### src/rtl/ws2812_frame_driver_if.sv
// Pixel stream handshake between the frame generator (master) and the
// WS2812 strip driver (slave). pix_ready reflects the driver's holding buffer.
interface ws2812_frame_driver_if #(
    parameter int BITS_PER_LED = 24
);
    logic [BITS_PER_LED-1:0] pix_data;
    logic                    pix_valid;
    logic                    pix_ready;

    modport master (output pix_data, output pix_valid, input  pix_ready);
    modport slave  (input  pix_data, input  pix_valid, output pix_ready);
endinterface

### src/rtl/ws2812_frame_driver.sv
// WS2812 frame driver: streams NUM_LEDS pixels of BITS_PER_LED bits, MSB
// first, onto a one-wire strip with no gaps between bits or pixels, then
// holds the line low for the latch period. A one-entry holding buffer lets
// the next pixel be prefetched while the current one is shifting out.
module ws2812_frame_driver #(
    parameter int BITS_PER_LED = 24,
    parameter int NUM_LEDS     = 8,
    parameter int T0H          = 19,
    parameter int T0L          = 40,
    parameter int T1H          = 38,
    parameter int T1L          = 21,
    parameter int T_RES        = 2880,
    parameter int CW           = 16
) (
    input  logic                        clk,
    input  logic                        rst,
    input  logic                        start,
    ws2812_frame_driver_if.slave        pix,
    output logic                        to_light,
    output logic                        busy,
    output logic                        frame_done,
    output logic                        underrun
);

    localparam int BW = (BITS_PER_LED > 1) ? $clog2(BITS_PER_LED) : 1;
    localparam int PW = (NUM_LEDS > 1) ? $clog2(NUM_LEDS) : 1;

    localparam logic [CW-1:0] T0H_END   = CW'(T0H - 1);
    localparam logic [CW-1:0] T0L_END   = CW'(T0L - 1);
    localparam logic [CW-1:0] T1H_END   = CW'(T1H - 1);
    localparam logic [CW-1:0] T1L_END   = CW'(T1L - 1);
    localparam logic [CW-1:0] T_RES_END = CW'(T_RES - 1);
    localparam logic [BW-1:0] BIT_LAST  = BW'(BITS_PER_LED - 1);
    localparam logic [PW-1:0] PIX_LAST  = PW'(NUM_LEDS - 1);

    typedef enum logic [2:0] {
        ST_IDLE,
        ST_WAIT,
        ST_HIGH,
        ST_LOW,
        ST_LATCH
    } state_t;

    state_t                  state;
    logic [BITS_PER_LED-1:0] buf_data;
    logic                    buf_full;
    logic [BITS_PER_LED-1:0] shreg;
    logic [BW-1:0]           bit_cnt;
    logic [PW-1:0]           pix_cnt;
    logic [CW-1:0]           tcnt;
    logic                    high_end;
    logic                    low_end;

    assign pix.pix_ready = ~buf_full;
    assign busy          = (state != ST_IDLE);

    // The bit currently on the wire is the shift-register MSB; it picks the high/low split.
    assign high_end = shreg[BITS_PER_LED-1] ? (tcnt == T1H_END) : (tcnt == T0H_END);
    assign low_end  = shreg[BITS_PER_LED-1] ? (tcnt == T1L_END) : (tcnt == T0L_END);

    // Frame sequencer, holding buffer and registered line/pulse outputs in one place.
    always_ff @(posedge clk or negedge rst) begin
        if (!rst) begin
            state      <= ST_IDLE;
            buf_data   <= '0;
            buf_full   <= 1'b0;
            shreg      <= '0;
            bit_cnt    <= '0;
            pix_cnt    <= '0;
            tcnt       <= '0;
            to_light   <= 1'b0;
            frame_done <= 1'b0;
            underrun   <= 1'b0;
        end else begin
            frame_done <= 1'b0;
            underrun   <= 1'b0;

            if (pix.pix_valid && !buf_full) begin
                buf_data <= pix.pix_data;
                buf_full <= 1'b1;
            end

            case (state)
                ST_IDLE: begin
                    if (start) begin
                        state   <= ST_WAIT;
                        tcnt    <= '0;
                        pix_cnt <= '0;
                    end
                end

                ST_WAIT: begin
                    if (buf_full) begin
                        shreg    <= buf_data;
                        buf_full <= 1'b0;
                        bit_cnt  <= '0;
                        tcnt     <= '0;
                        to_light <= 1'b1;
                        state    <= ST_HIGH;
                    end
                end

                ST_HIGH: begin
                    if (high_end) begin
                        tcnt     <= '0;
                        to_light <= 1'b0;
                        state    <= ST_LOW;
                    end else begin
                        tcnt <= tcnt + 1'b1;
                    end
                end

                ST_LOW: begin
                    if (low_end) begin
                        tcnt <= '0;
                        if (bit_cnt != BIT_LAST) begin
                            shreg    <= shreg << 1;
                            bit_cnt  <= bit_cnt + 1'b1;
                            to_light <= 1'b1;
                            state    <= ST_HIGH;
                        end else if (pix_cnt != PIX_LAST) begin
                            if (buf_full) begin
                                shreg    <= buf_data;
                                buf_full <= 1'b0;
                                bit_cnt  <= '0;
                                pix_cnt  <= pix_cnt + 1'b1;
                                to_light <= 1'b1;
                                state    <= ST_HIGH;
                            end else begin
                                underrun <= 1'b1;
                                state    <= ST_LATCH;
                            end
                        end else begin
                            state <= ST_LATCH;
                        end
                    end else begin
                        tcnt <= tcnt + 1'b1;
                    end
                end

                ST_LATCH: begin
                    if (tcnt == T_RES_END) begin
                        tcnt       <= '0;
                        frame_done <= 1'b1;
                        state      <= ST_IDLE;
                    end else begin
                        tcnt <= tcnt + 1'b1;
                    end
                end

                default: begin
                    tcnt     <= '0;
                    to_light <= 1'b0;
                    state    <= ST_IDLE;
                end
            endcase
        end
    end

endmodule

### src/flat_wrapper.sv
// flat-port wrapper written by rule: the top's interface ports become plain ports
module ws2812_frame_driver_flat 
#(
    parameter int BITS_PER_LED = 24,
    parameter int NUM_LEDS     = 8,
    parameter int T0H          = 19,
    parameter int T0L          = 40,
    parameter int T1H          = 38,
    parameter int T1L          = 21,
    parameter int T_RES        = 2880,
    parameter int CW           = 16
)
  (clk, rst, start, to_light, busy, frame_done, underrun, pix_pix_data, pix_pix_valid, pix_pix_ready);
  ws2812_frame_driver_if #(.BITS_PER_LED(BITS_PER_LED)) pix_i ();
  input  logic clk;
  input  logic rst;
  input  logic start;
  output logic to_light;
  output logic busy;
  output logic frame_done;
  output logic underrun;
  input wire logic [$bits(pix_i.pix_data)-1:0] pix_pix_data;
  input wire logic [$bits(pix_i.pix_valid)-1:0] pix_pix_valid;
  output wire logic [$bits(pix_i.pix_ready)-1:0] pix_pix_ready;
  assign pix_i.pix_data = pix_pix_data;
  assign pix_i.pix_valid = pix_pix_valid;
  assign pix_pix_ready = pix_i.pix_ready;
  ws2812_frame_driver #(.BITS_PER_LED(BITS_PER_LED), .NUM_LEDS(NUM_LEDS), .T0H(T0H), .T0L(T0L), .T1H(T1H), .T1L(T1L), .T_RES(T_RES), .CW(CW)) u_core (.clk(clk), .rst(rst), .start(start), .pix(pix_i), .to_light(to_light), .busy(busy), .frame_done(frame_done), .underrun(underrun));
endmodule
### config.mk
export PLATFORM = sky130hd
export DESIGN_NAME = ws2812_frame_driver_flat
export DESIGN_NICKNAME = d
export VERILOG_FILES = /design/src/rtl/ws2812_frame_driver_if.sv /design/src/rtl/ws2812_frame_driver.sv /design/src/flat_wrapper.sv
export SDC_FILE = /design/constraint.sdc
export NUM_CORES = 1
export LEC_CHECK = 0
export CAP_MARGIN = 20
export CELL_PAD_IN_SITES_DETAIL_PLACEMENT = 1
export CELL_PAD_IN_SITES_GLOBAL_PLACEMENT = 1
export CORE_MARGIN = 3
export CORE_UTILIZATION = 50
export CTS_BUF_LIST = sky130_fd_sc_hd__clkbuf_4 sky130_fd_sc_hd__clkbuf_8 sky130_fd_sc_hd__clkbuf_16
export CTS_CLUSTER_DIAMETER = 30
export CTS_CLUSTER_SIZE = 25
export DETAILED_ROUTE_END_ITERATION = 7
export MAX_ROUTING_LAYER = met4
export PLACE_DENSITY_LB_ADDON = 0.1
export SYNTH_ARGS = -nofsm -noshare
export SYNTH_HDL_FRONTEND = slang
export SYNTH_SLANG_ARGS = --single-unit
export TNS_END_PERCENT = 100
### constraint.sdc
create_clock -name clk -period 6.49 [get_ports clk]
set_input_delay 1.298 -clock clk [delete_from_list [all_inputs] [get_ports clk]]
set_output_delay 1.298 -clock clk [all_outputs]
set_load 0.02 [all_outputs]
-- Word-level counts from Yosys, hierarchy flattened
Index checks and enable logic that the tools add are counted.
- eq/ne operators: 20
- bitwise logic cells: 2
- mux-type cells: 52
- add/sub/neg operators: 3
- reductions and logical operators: 12
- operator list (operator ; number):
    2-to-1 mux 24 bit ; 4
    2-to-1 mux 16 bit ; 5
    case mux 16 bit (5 select lines) ; 1
    case mux 24 bit (2 select lines) ; 1
    2-to-1 mux 3 bit ; 13
    equality test 16 x 5 -> 1 bit, second input constant ; 2
    equality test 16 x 6 -> 1 bit, second input constant ; 2
    2-to-1 mux 5 bit ; 4
    2-to-1 mux 1 bit ; 19
    adder 16 x 1 -> 16 bit, second input constant ; 1
    equality test 16 x 12 -> 1 bit, second input constant ; 1
    case mux 3 bit (5 select lines) ; 1
    != test 2 x 1 -> 1 bit, second input constant ; 6
    case mux 5 bit (2 select lines) ; 1
    equality test 3 x 2 -> 1 bit, second input constant ; 2
    case mux 3 bit (2 select lines) ; 1
    AND reduction 6 bit ; 1
    adder 5 x 1 -> 5 bit, second input constant ; 1
    != test 5 bit, second input constant ; 1
    AND reduction 5 bit ; 1
    != test 2 bit, second input constant ; 2
    case mux 1 bit (4 select lines) ; 1
    AND reduction 4 bit ; 1
    nonzero test 2 bit ; 2
    other kinds (14) ; 15
- output and inout port bits: 5
- input port bits: 28
- logic and storage cells: 99
- flip-flop bits (word level): 79

-- Longest topological paths before layout
- depth after elaboration: 8
- gate-level depth with buffers: 9
- mapped depth without buffers: 6

-- Worst setup path before layout
No wires, ideal clock.
- path kind: input to register
- start: input port start
- end: register u_core.tcnt[8]
- required time: 6.353 ns
- setup time: 0.137 ns
- slack: 3.927 ns
- data arrival time: 2.426 ns
- stages: 5
- path buffers: 0
- cells stage by stage: nor2b_1 -> o311ai_0 -> nor2_1 -> xnor2_1 -> nor2_1
- word-level cells in the longest chain between the ends: 2
- ends and longest elaborated chain (what ; RTL line ; source):
    start: declaration ; flat_wrapper.sv:17 ; input logic start;
    != test 2 bit (no line) ; -- ;
    AND reduction 2 bit (no line) ; -- ;
    end signal: assignment ; ws2812_frame_driver.sv:109 ; tcnt <= tcnt + 1'b1;
    end signal: assignment ; ws2812_frame_driver.sv:137 ; tcnt <= tcnt + 1'b1;
    end signal: assignment ; ws2812_frame_driver.sv:147 ; tcnt <= tcnt + 1'b1;
    end: declaration ; ws2812_frame_driver.sv:50 ; logic [CW-1:0] tcnt;
No other way between the ends.
A chain may end at the register's enable or synchronous reset.

-- Worst setup path after layout
- start: register u_core.state[1]
- end: output port busy
- word-level cells in the longest chain between the ends: 1
- ends and longest elaborated chain (what ; RTL line ; source):
    start: declaration ; ws2812_frame_driver.sv:44 ; state_t state;
    start signal: assignment ; ws2812_frame_driver.sv:64 ; state <= ST_IDLE;
    start signal: assignment ; ws2812_frame_driver.sv:86 ; state <= ST_WAIT;
    start signal: assignment ; ws2812_frame_driver.sv:99 ; state <= ST_HIGH;
    nonzero test 3 bit ; ws2812_frame_driver.sv:55 ; assign busy = (state != ST_IDLE);
    end: declaration ; flat_wrapper.sv:19 ; output logic busy;
No other way between the ends.

==> summary.md <==
| Metric | Value |
|---|---|
| Global Route Usage Sum | 20.8% |
| RSZ-0062 raised after global routing | no |
| Fill cells | 766 |
| M3 GR Usage | 4.42% |
| DR WL/cell | 18.0 um |
| Maximum vdd ir drop | 186 uV |
| Post-synth top cells | 79 x dfrtp_1, 24 x mux2_2, 23 x nand2_1, 23 x nand2b_1, 23 x o221a_2 |
| Final WL | 8220 um |
| Clock-pin transition on the worst setup and hold timing paths | 0.08 ns |
| Router iterations before antenna repair | 4 |
| Post-synthesis async set-or-reset flop share | 100% |
| Worst-margin pin slew | 1.07 ns |
| Clk Latency, worst-skew pair | 0.36 ns |
| Final min period | 3.15 ns |
| Mean post-synth cell area | 11.7 um^2 |
| Synthesized instance count | 325 |
| Share of cells above drive strength 1 | 22.1% |
| Final Cycle Share | 48.5% |
| Initial antenna violation count | 0 |
| I/O Buffers | 32 |
| Seq/Total Area, Yosys | 51.8% |
| Nets | 385 |
| Die Wd | 93.4 um |
| Pwr Density | 311 mW/mm^2 |
| Worst Path Arrival | 1.85 ns |
| Total CTS buffers | 9 |
| RD Place Congestion | 0.835 |
| Post-route total power | 0.00136 W |
| Final worst slack | 3.34 ns |
| GR Overflow Total | 0 |
| # rows | 31 |
| Setup TNS | 0 ns |
| GR peak layer | met2 |
| CP endpoint kind | primary output |
| Slew HR | 28.5% |
| Post-DP HPWL | 5300 um |
| Met2 usage | 31.1% |
| GRT met1 Usage | 28.1% |
| Area of the die | 0.00872 mm^2 |
| Post-cts sizing count | 0 |
| Final std cell area, no fill | 0.00439 mm^2 |
| Hold Crit Class | flip-flop to flip-flop |
| Starting Density | 52.1% |
| Die Height | 93.4 um |
| Max-cap violation count | 0 |
| Longest Clk Path Bufs | 2 |
| CTS H-tree lvls | 3 |
| Postcts setup bufs | 0 |
| Area of the multi-input gates | 0.00171 mm^2 |
| Wire length of the first global-routing pass | 13800 um |
| Endpoints failing setup | 0 |
| CTS tree | built |
| I/O pin count | 33 |
| Final ANT Viol Nets | 0 |
| Core Region | 0.00733 mm^2 |
| Via density | 5.84 |
| Status | finished clean |
| Most numerous cell in the Yosys netlist | dfrtp_1 |
| Yosys top cell by area | dfrtp_1 |
| Syn. warnings | 0 |
| Yosys reg bits | 79 |
| Root buf cell | clkbuf_8 |
| Post-Syn Nets | 357 |
| ANT cells | 0 |
| Post-synth cell types | 55 |
| DR iter-0 viols | 157 |
| Placed inst area | 0.00417 mm^2 |
| Yosys top cell area share | 51.8% |
| Required time worst endpoint | 5.19 ns |
| Largest net degree at the start of global routing | 80 |
| Clk_skew | 0.0142 ns |
| Fin. Hold Viols | 0 |
| Startpoint Class | flip-flop |
| Hold Buf Count CTS | 0 |
| Synth top area cells | dfrtp_1 52%, mux2_2 7.1%, o221a_2 6.8% |
| Vias in the first global route | 2766 |
| Post-Syn Area | 0.00382 mm^2 |
| Register area | 0.00198 mm^2 |
| Hold slack | 0.507 ns |
| Crit path kind | flip-flop to primary output |
| Ys flop type | dfrtp_1 |
| P_leak | 1.79 nW |
| Max Fanout on Critical Path | 14 |
| Final slew viol count | 0 |
| DR vias | 2671 |
| FMAX | 317 MHz |
| DRC violations left | 0 |
| Area growth, synth to finish | 14.9% |
| Pre-CTS setup slack | 3.14 ns |
| CTS sink cnt | 79 |
| EDFF count, synth | 0 |
==> cells by family (layout without fill, tap and decap cells) <==
| kind of cell | Yosys count | count (layout) | share of synthesized area, % |
|---|---|---|---|
| AOI/OAI and AO/OA | 53 | 53 | 13.5 |
| xor gates and xnor gates | 15 | 15 | 3.44 |
| DFF | 79 | 79 | 51.8 |
| buffers and inverters | 26 | 59 | 3.57 |
| muxes | 29 | 29 | 8.39 |
| and+or+nand+nor | 119 | 119 | 18.0 |
| adders and majority gates | 4 | 4 | 1.31 |
==> metrics by stage <==
| stage | std cells | utilization (%) |
|---|---|---|
| after CTS | 455 | 59.4 |
| after floorplan | 325 | - |
| after detailed placement | 439 | 56.9 |
| after global placement | 439 | 56.9 |
| after global routing | 457 | 59.8 |
| final | 457 | 59.8 |
==> layout make-up <==
| type | count | area share [%] |
|---|---|---|
| clock buffer | 13 | 3.79 |
| clock inverter | 3 | 0.399 |
| inverter | 8 | 0.685 |
| multi-input combinational | 220 | 39.1 |
| sequential | 79 | 45.1 |
| tap | 99 | 2.82 |
| timing repair buffer | 35 | 8.16 |
==> path summary, 6_finish.rpt <==
kind,start,end,slack [ns],cells past startpoint
max,u_core.state[1]$_DFFE_PN0P_,busy,3.34,2
max in group asynchronous,rst,u_core.buf_data[1]$_DFFE_PN0P_,5.00,2
min reg2reg,u_core.pix_cnt[0]$_DFFE_PN0P_,u_core.pix_cnt[0]$_DFFE_PN0P_,0.51,1
min,u_core.pix_cnt[0]$_DFFE_PN0P_,u_core.pix_cnt[0]$_DFFE_PN0P_,0.51,1
min in group asynchronous,rst,u_core.tcnt[7]$_DFFE_PN0P_,0.89,1
max reg2reg,u_core.tcnt[7]$_DFFE_PN0P_,u_core.shreg[13]$_DFFE_PN0P_,3.37,5
==> cells in the final DEF (no fill, tap or decap), drive strengths merged, types with 3 or more instances in the layout <==
| cell | n |
|---|---|
| nand3 | 13 |
| mux2i | 5 |
| nor2b | 5 |
| and4 | 3 |
| o221a | 23 |
| nor4 | 5 |
| mux2 | 24 |
| or3 | 5 |
| clkbuf | 14 |
| ha | 4 |
| buf | 3 |
| inv | 8 |
| nor3b | 5 |
| dfrtp | 79 |
| xnor2 | 7 |
| and2 | 3 |
| a22oi | 3 |
| nand4 | 5 |
| o211ai | 4 |
| nand2b | 23 |
| o21ai | 4 |
| xor2 | 8 |
| clkdlybuf4s50 | 31 |
| nand2 | 23 |
| nor3 | 5 |
| nor2 | 18 |
| a21o | 3 |
==> worst max-delay path, stage by stage, from the launching register on <==
cell and delay [ns]:
dfrtp_1 0.55, or3_1 0.41, clkdlybuf4s50_1 0.54
==> flip-flops by register name, summed over array words and instances, names as in the netlist, 3 cells and up <==
signal           cells
u_core.buf_data     24
u_core.tcnt         16
u_core.shreg        24
u_core.state         3
u_core.bit_cnt       5
u_core.pix_cnt       3
==> where the power goes <==
group	switching, W	total [W]	internal, W
combinational	0.000117	0.000300	0.000183
sequential	0.0000954	0.000718	0.000623
clock	0.000178	0.000346	0.000167
total	0.000390	0.00136	0.000974
==> per-layer routing <==
metal	part of all wire (%)	vias up
met1	47	1374
li1	-	1243
met2	48	48
met5	0	-
met3	3.5	6
met4	0.74	0
Power figures use the tool's default switching activity.
